===== config.mk =====
export PLATFORM = sky130hd
export DESIGN_NAME = rover_drive_sequencer
export DESIGN_NICKNAME = d
export VERILOG_FILES = /design/src/rtl/rover_drive_sequencer.sv
export SDC_FILE = /design/constraint.sdc
export NUM_CORES = 1
export LEC_CHECK = 0
export ABC_AREA = 1
export BUFFER_PORTS_ARGS = -buffer_cell sky130_fd_sc_hd__buf_4
export CAP_MARGIN = 20
export CORE_MARGIN = 2
export CORE_UTILIZATION = 34
export CTS_CLUSTER_DIAMETER = 80
export DETAILED_ROUTE_END_ITERATION = 16
export PLACE_DENSITY_LB_ADDON = 0.1
export SYNTH_ARGS = -nofsm -noshare
export SYNTH_HDL_FRONTEND = slang
export SYNTH_SLANG_ARGS = --single-unit

===== constraint.sdc =====
create_clock -name clk -period 2.2 [get_ports clk]
set_clock_uncertainty 0.05 [all_clocks]
set_input_delay 0.44 -clock clk [delete_from_list [all_inputs] [get_ports clk]]
set_output_delay 0.44 -clock clk [all_outputs]
set_load 0.01 [all_outputs]

===== src/rtl/rover_drive_sequencer.sv =====
`timescale 1ns/1ps
`default_nettype none
// ============================================================================
// Module   : rover_drive_sequencer
// Brief    : Drive controller for the line-following rover. Synchronises and
//            debounces the inductive line sensors and the proximity sensor,
//            sequences the H-bridge through FOLLOW / REVERSE / TURN / SEARCH /
//            STOP, and gates the motor enables with a PWM speed generator.
//            Optional feature macro: DRIVE_SOFTSTART_EN (ramps the effective
//            PWM duty from 0 on every entry into FOLLOW).
// Revision : 1.0 - initial release
// ============================================================================
module rover_drive_sequencer #(
    parameter int DEBOUNCE_CYC   = 16,
    parameter int PWM_BITS       = 8,
    parameter int AVOID_REV_CYC  = 1000,
    parameter int AVOID_TURN_CYC = 2000,
    parameter int LOST_CYC       = 5000,
    parameter int SEARCH_CYC     = 20000
) (
    input  logic                clk,
    input  logic                reset,
    input  logic                run,
    input  logic [2:0]          induct,
    input  logic                proxim,
    input  logic [PWM_BITS-1:0] duty,
    output logic [3:0]          motorIn,
    output logic [1:0]          motorEn,
    output logic [2:0]          state,
    output logic                lost
);

    // H-bridge direction codes
    localparam logic [3:0] c_DIR_FWD     = 4'b1001;
    localparam logic [3:0] c_DIR_STEER_L = 4'b0101;
    localparam logic [3:0] c_DIR_STEER_R = 4'b1010;
    localparam logic [3:0] c_DIR_REV     = 4'b0110;
    localparam logic [3:0] c_DIR_OFF     = 4'b0000;

    localparam int c_DB_W      = $clog2(DEBOUNCE_CYC + 1);
    localparam int c_LOST_W    = $clog2(LOST_CYC + 1);
    localparam int c_DWELL_MAX = (SEARCH_CYC > AVOID_TURN_CYC) ?
                                 ((SEARCH_CYC > AVOID_REV_CYC) ? SEARCH_CYC : AVOID_REV_CYC) :
                                 ((AVOID_TURN_CYC > AVOID_REV_CYC) ? AVOID_TURN_CYC : AVOID_REV_CYC);
    localparam int c_DWELL_W   = $clog2(c_DWELL_MAX + 1);

    typedef enum logic [2:0] {
        ST_STOP    = 3'd0,
        ST_FOLLOW  = 3'd1,
        ST_REVERSE = 3'd2,
        ST_TURN    = 3'd3,
        ST_SEARCH  = 3'd4
    } state_t;

    // Input synchronisers and debounce filters
    logic [2:0]          induct_s1_q, induct_s1_d, induct_s2_q, induct_s2_d;
    logic                proxim_s1_q, proxim_s1_d, proxim_s2_q, proxim_s2_d;
    logic [2:0]          fi_q, fi_d, fi_cand_q, fi_cand_d;
    logic                fp_q, fp_d, fp_cand_q, fp_cand_d;
    logic [c_DB_W-1:0]   fi_cnt_q, fi_cnt_d, fp_cnt_q, fp_cnt_d;
    logic [c_DB_W-1:0]   fi_run, fp_run;

    // Sequencer state
    state_t                state_q, state_d;
    logic [c_DWELL_W-1:0]  dwell_q, dwell_d;
    logic [c_LOST_W-1:0]   lost_cnt_q, lost_cnt_d;
    logic                  lost_q, lost_d;
    logic [3:0]            last_dir_q, last_dir_d;
    logic [3:0]            motor_in_q, motor_in_d;
    logic [1:0]            motor_en_q, motor_en_d;

    // PWM
    logic [PWM_BITS-1:0]   pwm_cnt_q, pwm_cnt_d;
    logic [PWM_BITS-1:0]   duty_cmp;
    logic                  pwm_on;
`ifdef DRIVE_SOFTSTART_EN
    logic [PWM_BITS-1:0]   eff_duty_q, eff_duty_d;
`endif

    // Line decode helpers
    logic       line_valid;
    logic [3:0] line_dir;
    logic [3:0] follow_dir;
    logic       off_tape;

    // Two-flop synchronisers feeding the debounce filters
    always_comb begin
        induct_s1_d = induct;
        induct_s2_d = induct_s1_q;
        proxim_s1_d = proxim;
        proxim_s2_d = proxim_s1_q;
    end

    // Debounce: filtered value follows the synced value only after it has held
    // one differing value for DEBOUNCE_CYC cycles; any change restarts the run.
    always_comb begin
        fi_d      = fi_q;
        fi_cnt_d  = '0;
        fi_cand_d = induct_s2_q;
        fi_run    = '0;
        if (induct_s2_q != fi_q) begin
            fi_run = (induct_s2_q == fi_cand_q) ? fi_cnt_q + 1'b1 : c_DB_W'(1);
            if (fi_run >= c_DB_W'(DEBOUNCE_CYC)) begin
                fi_d = induct_s2_q;
            end else begin
                fi_cnt_d = fi_run;
            end
        end

        fp_d      = fp_q;
        fp_cnt_d  = '0;
        fp_cand_d = proxim_s2_q;
        fp_run    = '0;
        if (proxim_s2_q != fp_q) begin
            fp_run = (proxim_s2_q == fp_cand_q) ? fp_cnt_q + 1'b1 : c_DB_W'(1);
            if (fp_run >= c_DB_W'(DEBOUNCE_CYC)) begin
                fp_d = proxim_s2_q;
            end else begin
                fp_cnt_d = fp_run;
            end
        end
    end

    // Line decode of the filtered sensors (active low: 0 means on tape)
    always_comb begin
        line_valid = 1'b1;
        line_dir   = c_DIR_FWD;
        case (fi_q)
            3'b101:          line_dir = c_DIR_FWD;
            3'b001, 3'b011:  line_dir = c_DIR_STEER_L;
            3'b100, 3'b110:  line_dir = c_DIR_STEER_R;
            default:         line_valid = 1'b0;   // 111 off-tape, 000/010 ambiguous
        endcase
        off_tape   = (fi_q == 3'b111);
        follow_dir = line_valid ? line_dir : last_dir_q;
        last_dir_d = follow_dir;
    end

    // Next-state logic; run=0 overrides every rule and releases the lost flag
    always_comb begin
        state_d    = state_q;
        lost_d     = lost_q;
        lost_cnt_d = '0;
        if (!run) begin
            state_d = ST_STOP;
            lost_d  = 1'b0;
        end else begin
            case (state_q)
                ST_STOP: begin
                    if (!lost_q) state_d = ST_FOLLOW;
                end
                ST_FOLLOW: begin
                    if (fp_q) begin
                        state_d = ST_REVERSE;
                    end else if (off_tape) begin
                        if (lost_cnt_q == c_LOST_W'(LOST_CYC - 1)) begin
                            state_d = ST_SEARCH;
                        end else begin
                            lost_cnt_d = lost_cnt_q + 1'b1;
                        end
                    end
                end
                ST_REVERSE: begin
                    if (dwell_q == c_DWELL_W'(AVOID_REV_CYC - 1)) state_d = ST_TURN;
                end
                ST_TURN: begin
                    if (fp_q) begin
                        state_d = ST_REVERSE;
                    end else if (dwell_q == c_DWELL_W'(AVOID_TURN_CYC - 1)) begin
                        state_d = off_tape ? ST_SEARCH : ST_FOLLOW;
                    end
                end
                ST_SEARCH: begin
                    if (fp_q) begin
                        state_d = ST_REVERSE;
                    end else if (!off_tape) begin
                        state_d = ST_FOLLOW;
                    end else if (dwell_q == c_DWELL_W'(SEARCH_CYC - 1)) begin
                        state_d = ST_STOP;
                        lost_d  = 1'b1;
                    end
                end
                default: state_d = ST_STOP;
            endcase
        end

        // Shared dwell timer: cleared on any state entry, saturates otherwise
        if (state_d != state_q) begin
            dwell_d = '0;
        end else if (dwell_q == c_DWELL_W'(c_DWELL_MAX)) begin
            dwell_d = dwell_q;
        end else begin
            dwell_d = dwell_q + 1'b1;
        end
    end

    // PWM counter, optional soft-start ramp, and registered bridge outputs
    always_comb begin
        pwm_cnt_d = pwm_cnt_q + 1'b1;
`ifdef DRIVE_SOFTSTART_EN
        eff_duty_d = eff_duty_q;
        if (state_d == ST_FOLLOW && state_q != ST_FOLLOW) begin
            eff_duty_d = '0;
        end else if (duty < eff_duty_q) begin
            eff_duty_d = duty;
        end else if ((&pwm_cnt_q) && (eff_duty_q < duty)) begin
            eff_duty_d = eff_duty_q + 1'b1;
        end
        duty_cmp = (state_d == ST_FOLLOW) ? eff_duty_d : duty;
`else
        duty_cmp = duty;
`endif
        pwm_on = (&duty_cmp) || (pwm_cnt_q < duty_cmp);

        case (state_d)
            ST_FOLLOW:  motor_in_d = follow_dir;
            ST_REVERSE: motor_in_d = c_DIR_REV;
            ST_TURN:    motor_in_d = c_DIR_STEER_R;
            ST_SEARCH:  motor_in_d = c_DIR_STEER_L;
            default:    motor_in_d = c_DIR_OFF;
        endcase
        motor_en_d = (state_d != ST_STOP && pwm_on) ? 2'b11 : 2'b00;
    end

    // All registers, synchronous active-high reset
    always_ff @(posedge clk) begin
        if (reset) begin
            induct_s1_q <= 3'b111;
            induct_s2_q <= 3'b111;
            proxim_s1_q <= 1'b0;
            proxim_s2_q <= 1'b0;
            fi_q        <= 3'b111;
            fi_cand_q   <= 3'b111;
            fi_cnt_q    <= '0;
            fp_q        <= 1'b0;
            fp_cand_q   <= 1'b0;
            fp_cnt_q    <= '0;
            state_q     <= ST_STOP;
            dwell_q     <= '0;
            lost_cnt_q  <= '0;
            lost_q      <= 1'b0;
            last_dir_q  <= c_DIR_FWD;
            motor_in_q  <= c_DIR_OFF;
            motor_en_q  <= 2'b00;
            pwm_cnt_q   <= '0;
`ifdef DRIVE_SOFTSTART_EN
            eff_duty_q  <= '0;
`endif
        end else begin
            induct_s1_q <= induct_s1_d;
            induct_s2_q <= induct_s2_d;
            proxim_s1_q <= proxim_s1_d;
            proxim_s2_q <= proxim_s2_d;
            fi_q        <= fi_d;
            fi_cand_q   <= fi_cand_d;
            fi_cnt_q    <= fi_cnt_d;
            fp_q        <= fp_d;
            fp_cand_q   <= fp_cand_d;
            fp_cnt_q    <= fp_cnt_d;
            state_q     <= state_d;
            dwell_q     <= dwell_d;
            lost_cnt_q  <= lost_cnt_d;
            lost_q      <= lost_d;
            last_dir_q  <= last_dir_d;
            motor_in_q  <= motor_in_d;
            motor_en_q  <= motor_en_d;
            pwm_cnt_q   <= pwm_cnt_d;
`ifdef DRIVE_SOFTSTART_EN
            eff_duty_q  <= eff_duty_d;
`endif
        end
    end

    assign motorIn = motor_in_q;
    assign motorEn = motor_en_q;
    assign state   = state_q;
    assign lost    = lost_q;

endmodule
`default_nettype wire


==> qor.csv, run 1 <==
metric;value;unit
status;completed;
initial antenna violation count;0;
# fillers;1083;
CP Class;flip-flop to flip-flop;
GRT Total Usage;13.8;%
first-pass GRT wire length;12500;um
Pleak;1.72;nW
Multi-input gate area;1790;sq um
Post-Layout Inst Area;4080;sq um
Yosys cell types;36;
setup violators final;0;
sequential fraction of the synthesis area;42.4;%
chip height;106;um
CP endpoint kind;flip-flop;
WP data arrival;2190;ps
Sink Count;75;
DRC;0;
Int Power;1.92;mW
post-CTS setup buffer count;0;
DIE WIDTH;106;um
Worst-path clk slew;80;ps
number of global-route vias before repair;2863;
synth warn;0;
Routed WL per cell;10.5;um
Clk pwr share;35.7;%
Final HPWL DP;5100;um
H-Tree Depth;3;
critical path startpoint category;flip-flop;
combinational share of power;9.9;%
hold crit path type;input port to flip-flop;
Core Footprint;10200;sq um
critical path fanouts, max;15;
die area;11300;sq um
Clock Path Buffers;2;
Antenna Violating Nets Remaining;0;
Final Slew Violations;0;
slowest CP cell;dfxtp_1;
Root Driver;clkbuf_8;
required time worst endpoint;2450;ps
worst skew pair latency;350;ps
vias;2845;
Initial Util;34.6;%
Detailed Routing Iterations Pass 1;4;
pwr dens;646;nW/um^2
Worst path max stage delay;380;ps
Peak Freq;514;MHz
Reg area;1500;sq um
IO Pins;25;
Power, Total;2.63;mW
Num CTS Buffers;9;
worst reg-to-reg setup slack;250;ps
Nets;533;
drt via density;4.40;
area grow syn2layout;15.1;%
Overflow after GRT;0;
Diodes inserted;0;
Iter 0 DRT Violations;96;
layout cells sized above 1;15.9;%
fin util;39.9;%
Avg Cell Area, Syn;7.53;sq um
final WL;6800;um
net switching power;0.718;mW
Mapped Cells;471;
final hold vios;0;
maxcap violations;0;
crit-path cells;ha_1, nand3_2, nor2_1, nand2_1, nand2_1, nand2_1, nand3b_1, nand3_2, nand2_4, nand2_1, nand2_2, nand2_8, nor2_1;
minimum clock period;1950;ps
most used cell, CP;nand2_1;
final period utilization;88.5;%
total negative slack;0;ps
register bit total from synthesis;75;
Seq pwr share;54.4;%
post-placement cell area;3890;sq um
setup repair after global routing missed its margin;false;
routability congestion estimate;0.790;
Worst Hold Slack;211;ps
switching fraction of total power;27.3;%
# rows;37;
VDD IR max;255;uV
CTS Hold Bufs;0;
I/O Buffers;24;
pin count of the biggest net entering global routing;16;
synthesized area;3540;sq um
CTS tree;done;
-- timing repair --
action | CTS | global route
resized for setup | 0 | 3
setup endpoints to repair | 0 | 10
hold endpoints to repair | 0 | 0
-- path summary, 6_finish.rpt --
check,end,from,cells past startpoint
worst max register to register,dwell_q[2],dwell_q[0],13
worst max-delay path,dwell_q[2],dwell_q[0],13
worst min-delay path,induct_s1_q[2],induct[2],2
worst min register to register,fi_cand_d[1],induct_s1_q[1],1
-- cells by family (layout without fill, tap and decap cells) --
kind of cell | count (synthesis) | count (layout) | share of synthesized area [%]
compound gates | 47 | 47 | 7.10
xor+xnor | 28 | 28 | 6.92
fa+ha+maj | 13 | 13 | 4.59
buf+inv | 70 | 108 | 7.77
flops | 75 | 75 | 42.4
other cells | 1 | 2 | 0.106
simple gates | 237 | 237 | 31.2
-- through the flow --
step | std cells | worst slack (ps)
3_5_place_dp | 630 | 233
3_3_place_gp | 630 | 279
5_1_grt | 646 | 14.1
2_1_floorplan | 472 | 425
4_1_cts | 646 | 207
6_report | 646 | 253
-- flip-flops by register name, summed over array words and instances (netlist names), 3 cells and up --
signal / count
last_dir_q: 4
lost_cnt_q: 13
fi_q: 3
fi_cand_q: 3
motorIn: 4
fp_cnt_q: 5
induct_s1_q: 3
fi_cand_d: 3
pwm_cnt_q: 8
state: 3
dwell_q: 15
fi_cnt_q: 5
-- synth_stat cells --
cell	count	area, sq um
nor4b_1	1	8.76
xor2_1	16	140
inv_2	4	15.0
buf_6	1	11.3
nor3_1	12	60.1
dfxtp_1	75	1500
or2_2	8	50.1
conb_1	1	3.75
nand2_2	6	37.5
or3b_2	1	8.76
nand2_1	71	267
nor2_1	74	278
and3_1	1	6.26
buf_4	1	7.51
inv_1	60	225
o21ai_0	19	95.1
nand2_4	1	11.3
o211ai_1	1	7.51
buf_2	1	5.00
nand3_1	27	135
nand3b_1	2	15.0
nor2_2	12	75.1
xnor2_1	12	105
or2_0	1	6.26
a21boi_0	1	7.51
nand4_1	10	62.6
a21oi_1	21	105
and2_1	2	12.5
a31oi_1	1	6.26
ha_1	13	163
nor4_1	3	18.8
a211oi_1	1	7.51
nand3_2	3	30.0
nor2_4	2	22.5
clkbuf_1	3	11.3
o21a_1	3	22.5
-- worst max-delay path: cells and delay by family (launching register included) --
family / cells / cell delay (ps)
and+or+nand+nor: 12 / 1230
adders and majority gates: 1 / 230
DFF: 1 / 380
-- routing by layer --
| metal | share of wire (%) | track usage [%] | wire length [um] |
|---|---|---|---|
| met5 | 0 | 0 | 0 |
| met4 | 1.7 | 6.67 | 116 |
| met3 | 2.4 | 3.07 | 164 |
| met2 | 44 | 21.7 | 3010 |
| met1 | 52 | 17.9 | 3520 |
-- final cells by class --
class	instances	area share, %
clock inverter	6	1.04
inverter	64	5.89
clock buffer	10	3.13
multi-input combinational	327	43.8
tap	136	4.17
sequential	75	36.8
timing repair buffer	28	5.15
-- cells in the final DEF (no fill, tap or decap), drive strengths merged, types with 10 or more instances in the layout --
| cell | synthesis | routed |
|---|---|---|
| nor2 | 88 | 88 |
| nand2 | 78 | 78 |
| dfxtp | 75 | 75 |
| inv | 64 | 64 |
| nand3 | 30 | 30 |
| buf | 3 | 28 |
| a21oi | 21 | 21 |
| o21ai | 19 | 19 |
| xor2 | 16 | 16 |
| ha | 13 | 13 |
| nor3 | 12 | 12 |
| xnor2 | 12 | 12 |
| nand4 | 10 | 10 |
| clkbuf | 3 | 10 |
-- power by group through the flow --
stage               Sequential [mW]  Combinational, mW  Clock, mW
finish                         1.43              0.260      0.941
floorplan                      1.46              0.182          0
global placement               1.47              0.257          0
global route                   1.44              0.307       1.04
detailed placement             1.47              0.259          0
CTS                            1.43              0.261      0.985
No activity file was read; power rests on OpenSTA's default activity.
==> inputs of run 2 (changes only) <==
--- a/config.mk
+++ b/config.mk
@@ -8,6 +8,8 @@
 export ABC_AREA = 1
 export BUFFER_PORTS_ARGS = -buffer_cell sky130_fd_sc_hd__buf_4
 export CAP_MARGIN = 20
+export CELL_PAD_IN_SITES_DETAIL_PLACEMENT = 1
+export CELL_PAD_IN_SITES_GLOBAL_PLACEMENT = 1
 export CORE_MARGIN = 2
 export CORE_UTILIZATION = 34
 export CTS_CLUSTER_DIAMETER = 80
==> run 2 against run 1 <==
Routed wire length up 16%. Register-to-register slack lost 40 ps. Combinational power increased by 2%. Core utilization up 0.71 points. Clock power grew 31%. Total power increased by 11%. Die area unchanged. Via count increased by 3.8%. Global-route usage grew 1.7 points. Critical path type unchanged. Highest routed layer unchanged.
==> qor.csv, run 2 (same netlist as run 1, synthesis figures left out) <==
metric;value;unit;change
Critical path buffers and inverters;0;;unchanged
Detailed Routing Iterations Pass 1;4;;unchanged
first-pass GRT wire length;14100;um;+13%
most common cell after layout, fill and taps aside;nor2_1;;
Post-Layout Inst Area;4150;sq um;+1.8%
max reg flops;15;;unchanged
status;completed;;
H-Tree Depth;3;;unchanged
most used cell, CP;nand2_1;;
Iter 0 DRT Violations;69;;-28%
GRT Total Usage;15.4;%;+1.7 points
crit-path cells;ha_2, nand3_2, nor2_1, nand2_1, nand3_1, nand2_1, nand2_1, nand2_1, nand2_2, nor2_1, nor2_4, nand2_8, nor2_1;;
Final Slew Violations;0;;unchanged
vias;2952;;+3.8%
Seq pwr share;48.9;%;-5.5 points
total negative slack;0;ps;unchanged
Clock Path Buffers;2;;unchanged
pwr dens;707;nW/um^2;+9.5%
commonest cells after routing, fill and taps aside;nor2_1, dfxtp_1, nand2_1;;
CP endpoint kind;flip-flop;;
family with the most delay on the worst path;simple AND/OR/NAND/NOR gates;;
WP data arrival;2220;ps;+30 ps
Nets;533;;unchanged
Core Footprint;10200;sq um;unchanged
drt via density;4.57;;+3.8%
Pleak;1.75;nW;+2.0%
maxcap violations;0;;unchanged
Sink Count;75;;unchanged
Gates resized, CTS repair;0;;unchanged
# rows;37;;unchanged
number of global-route vias before repair;3099;;+8.2%
pin count of the biggest net entering global routing;25;;+9
Overflow after GRT;0;;unchanged
VDD IR max;306;uV;+20%
wl on met1;3910;um;+11%
Largest regs;dwell_q: 15 flops, lost_cnt_q: 13 flops, pwm_cnt_q: 8 flops;;
post-placement cell area;3890;sq um;unchanged
initial antenna violation count;0;;unchanged
max layer used;met4;;
Diodes inserted;0;;unchanged
Worst-path clk slew;90;ps;about the same
Power, Total;2.93;mW;+11%
critical path startpoint category;flip-flop;;
IO Pins;25;;unchanged
DRC;0;;unchanged
worst skew pair latency;350;ps;about the same
Int Power;2.19;mW;+14%
slowest CP cell;dfxtp_2;;
Peak Freq;503;MHz;-2.0%
Final HPWL DP;5890;um;+16%
layout cells sized above 1;16.9;%;+0.98 points
Initial Util;34.6;%;unchanged
required time worst endpoint;2430;ps;-20 ps
post-CTS setup buffer count;0;;unchanged
die area;11300;sq um;unchanged
setup violators final;0;;unchanged
Num CTS Buffers;9;;unchanged
chip height;106;um;unchanged
final hold vios;0;;unchanged
Clk pwr share;42.0;%;+6.3 points
area grow syn2layout;17.1;%;
Routed WL per cell;12.2;um;+16%
hold crit path type;input port to flip-flop;;
minimum clock period;1990;ps;+40.7 ps
I/O Buffers;24;;unchanged
largest register by flop count;dwell_q;;
CTS Hold Bufs;0;;unchanged
combinational share of power;9.0;%;-0.9 points
routability congestion estimate;0.767;;-2.8%
Root Driver;clkbuf_8;;
Worst path max stage delay;360;ps;-20 ps
metal3 WL;224;um;+37%
final WL;7880;um;+16%
Antenna Violating Nets Remaining;0;;unchanged
CP Class;flip-flop to flip-flop;;
wire length on met2;3660;um;+22%
critical path fanouts, max;15;;unchanged
final period utilization;90.3;%;+1.8 points
net switching power;0.744;mW;+3.6%
switching fraction of total power;25.4;%;-1.9 points
CTS tree;done;;
DIE WIDTH;106;um;unchanged
## run 2: path summary, 6_finish.rpt
kind	from	endpoint	slack, ps	cells after the start
setup / recovery	dwell_q[0]	dwell_q[4]	210	13
setup reg to reg	dwell_q[0]	dwell_q[4]	210	13
hold reg to reg	induct_s1_q[2]	fi_cand_d[2]	360	1
hold / removal	induct[2]	induct_s1_q[2]	220	2
## run 2: per-layer routing
metal	global-route usage, %	vias up
met5	0	-
met4	3.95	0
met3	3.80	9
met2	25.9	25
met1	19.8	1361
li1	-	1557
## run 2: power groups by stage
stage / Clock [mW] / Sequential (mW) / Combinational [mW]
2_1_floorplan: 0 / 1.46 / 0.182
3_3_place_gp: 0 / 1.47 / 0.258
3_5_place_dp: 0 / 1.47 / 0.264
4_1_cts: 1.28 / 1.44 / 0.266
5_1_grt: 1.35 / 1.44 / 0.309
6_report: 1.23 / 1.44 / 0.265
## run 2: area by class of cell
cell class                 count  area [sq um]
clock inverter                 6          97.6
inverter                      64           240
clock buffer                  10           138
multi-input combinational    327          1790
sequential                    75          1510
timing repair buffer          28           210
fill                        1288          6080
tap                          136           170
## run 2: metrics by stage
| step | utilization, % | hold WS, ps | std cells | worst slack (ps) |
|---|---|---|---|---|
| CTS | 40.4 | 200 | 646 | 124 |
| global placement | 38.1 | 343 | 630 | 271 |
| floorplan | - | 338 | 472 | 425 |
| finish | 40.6 | 216 | 646 | 213 |
| global route | 40.6 | 199 | 646 | -15.7 |
| detailed placement | 38.1 | 347 | 630 | 177 |
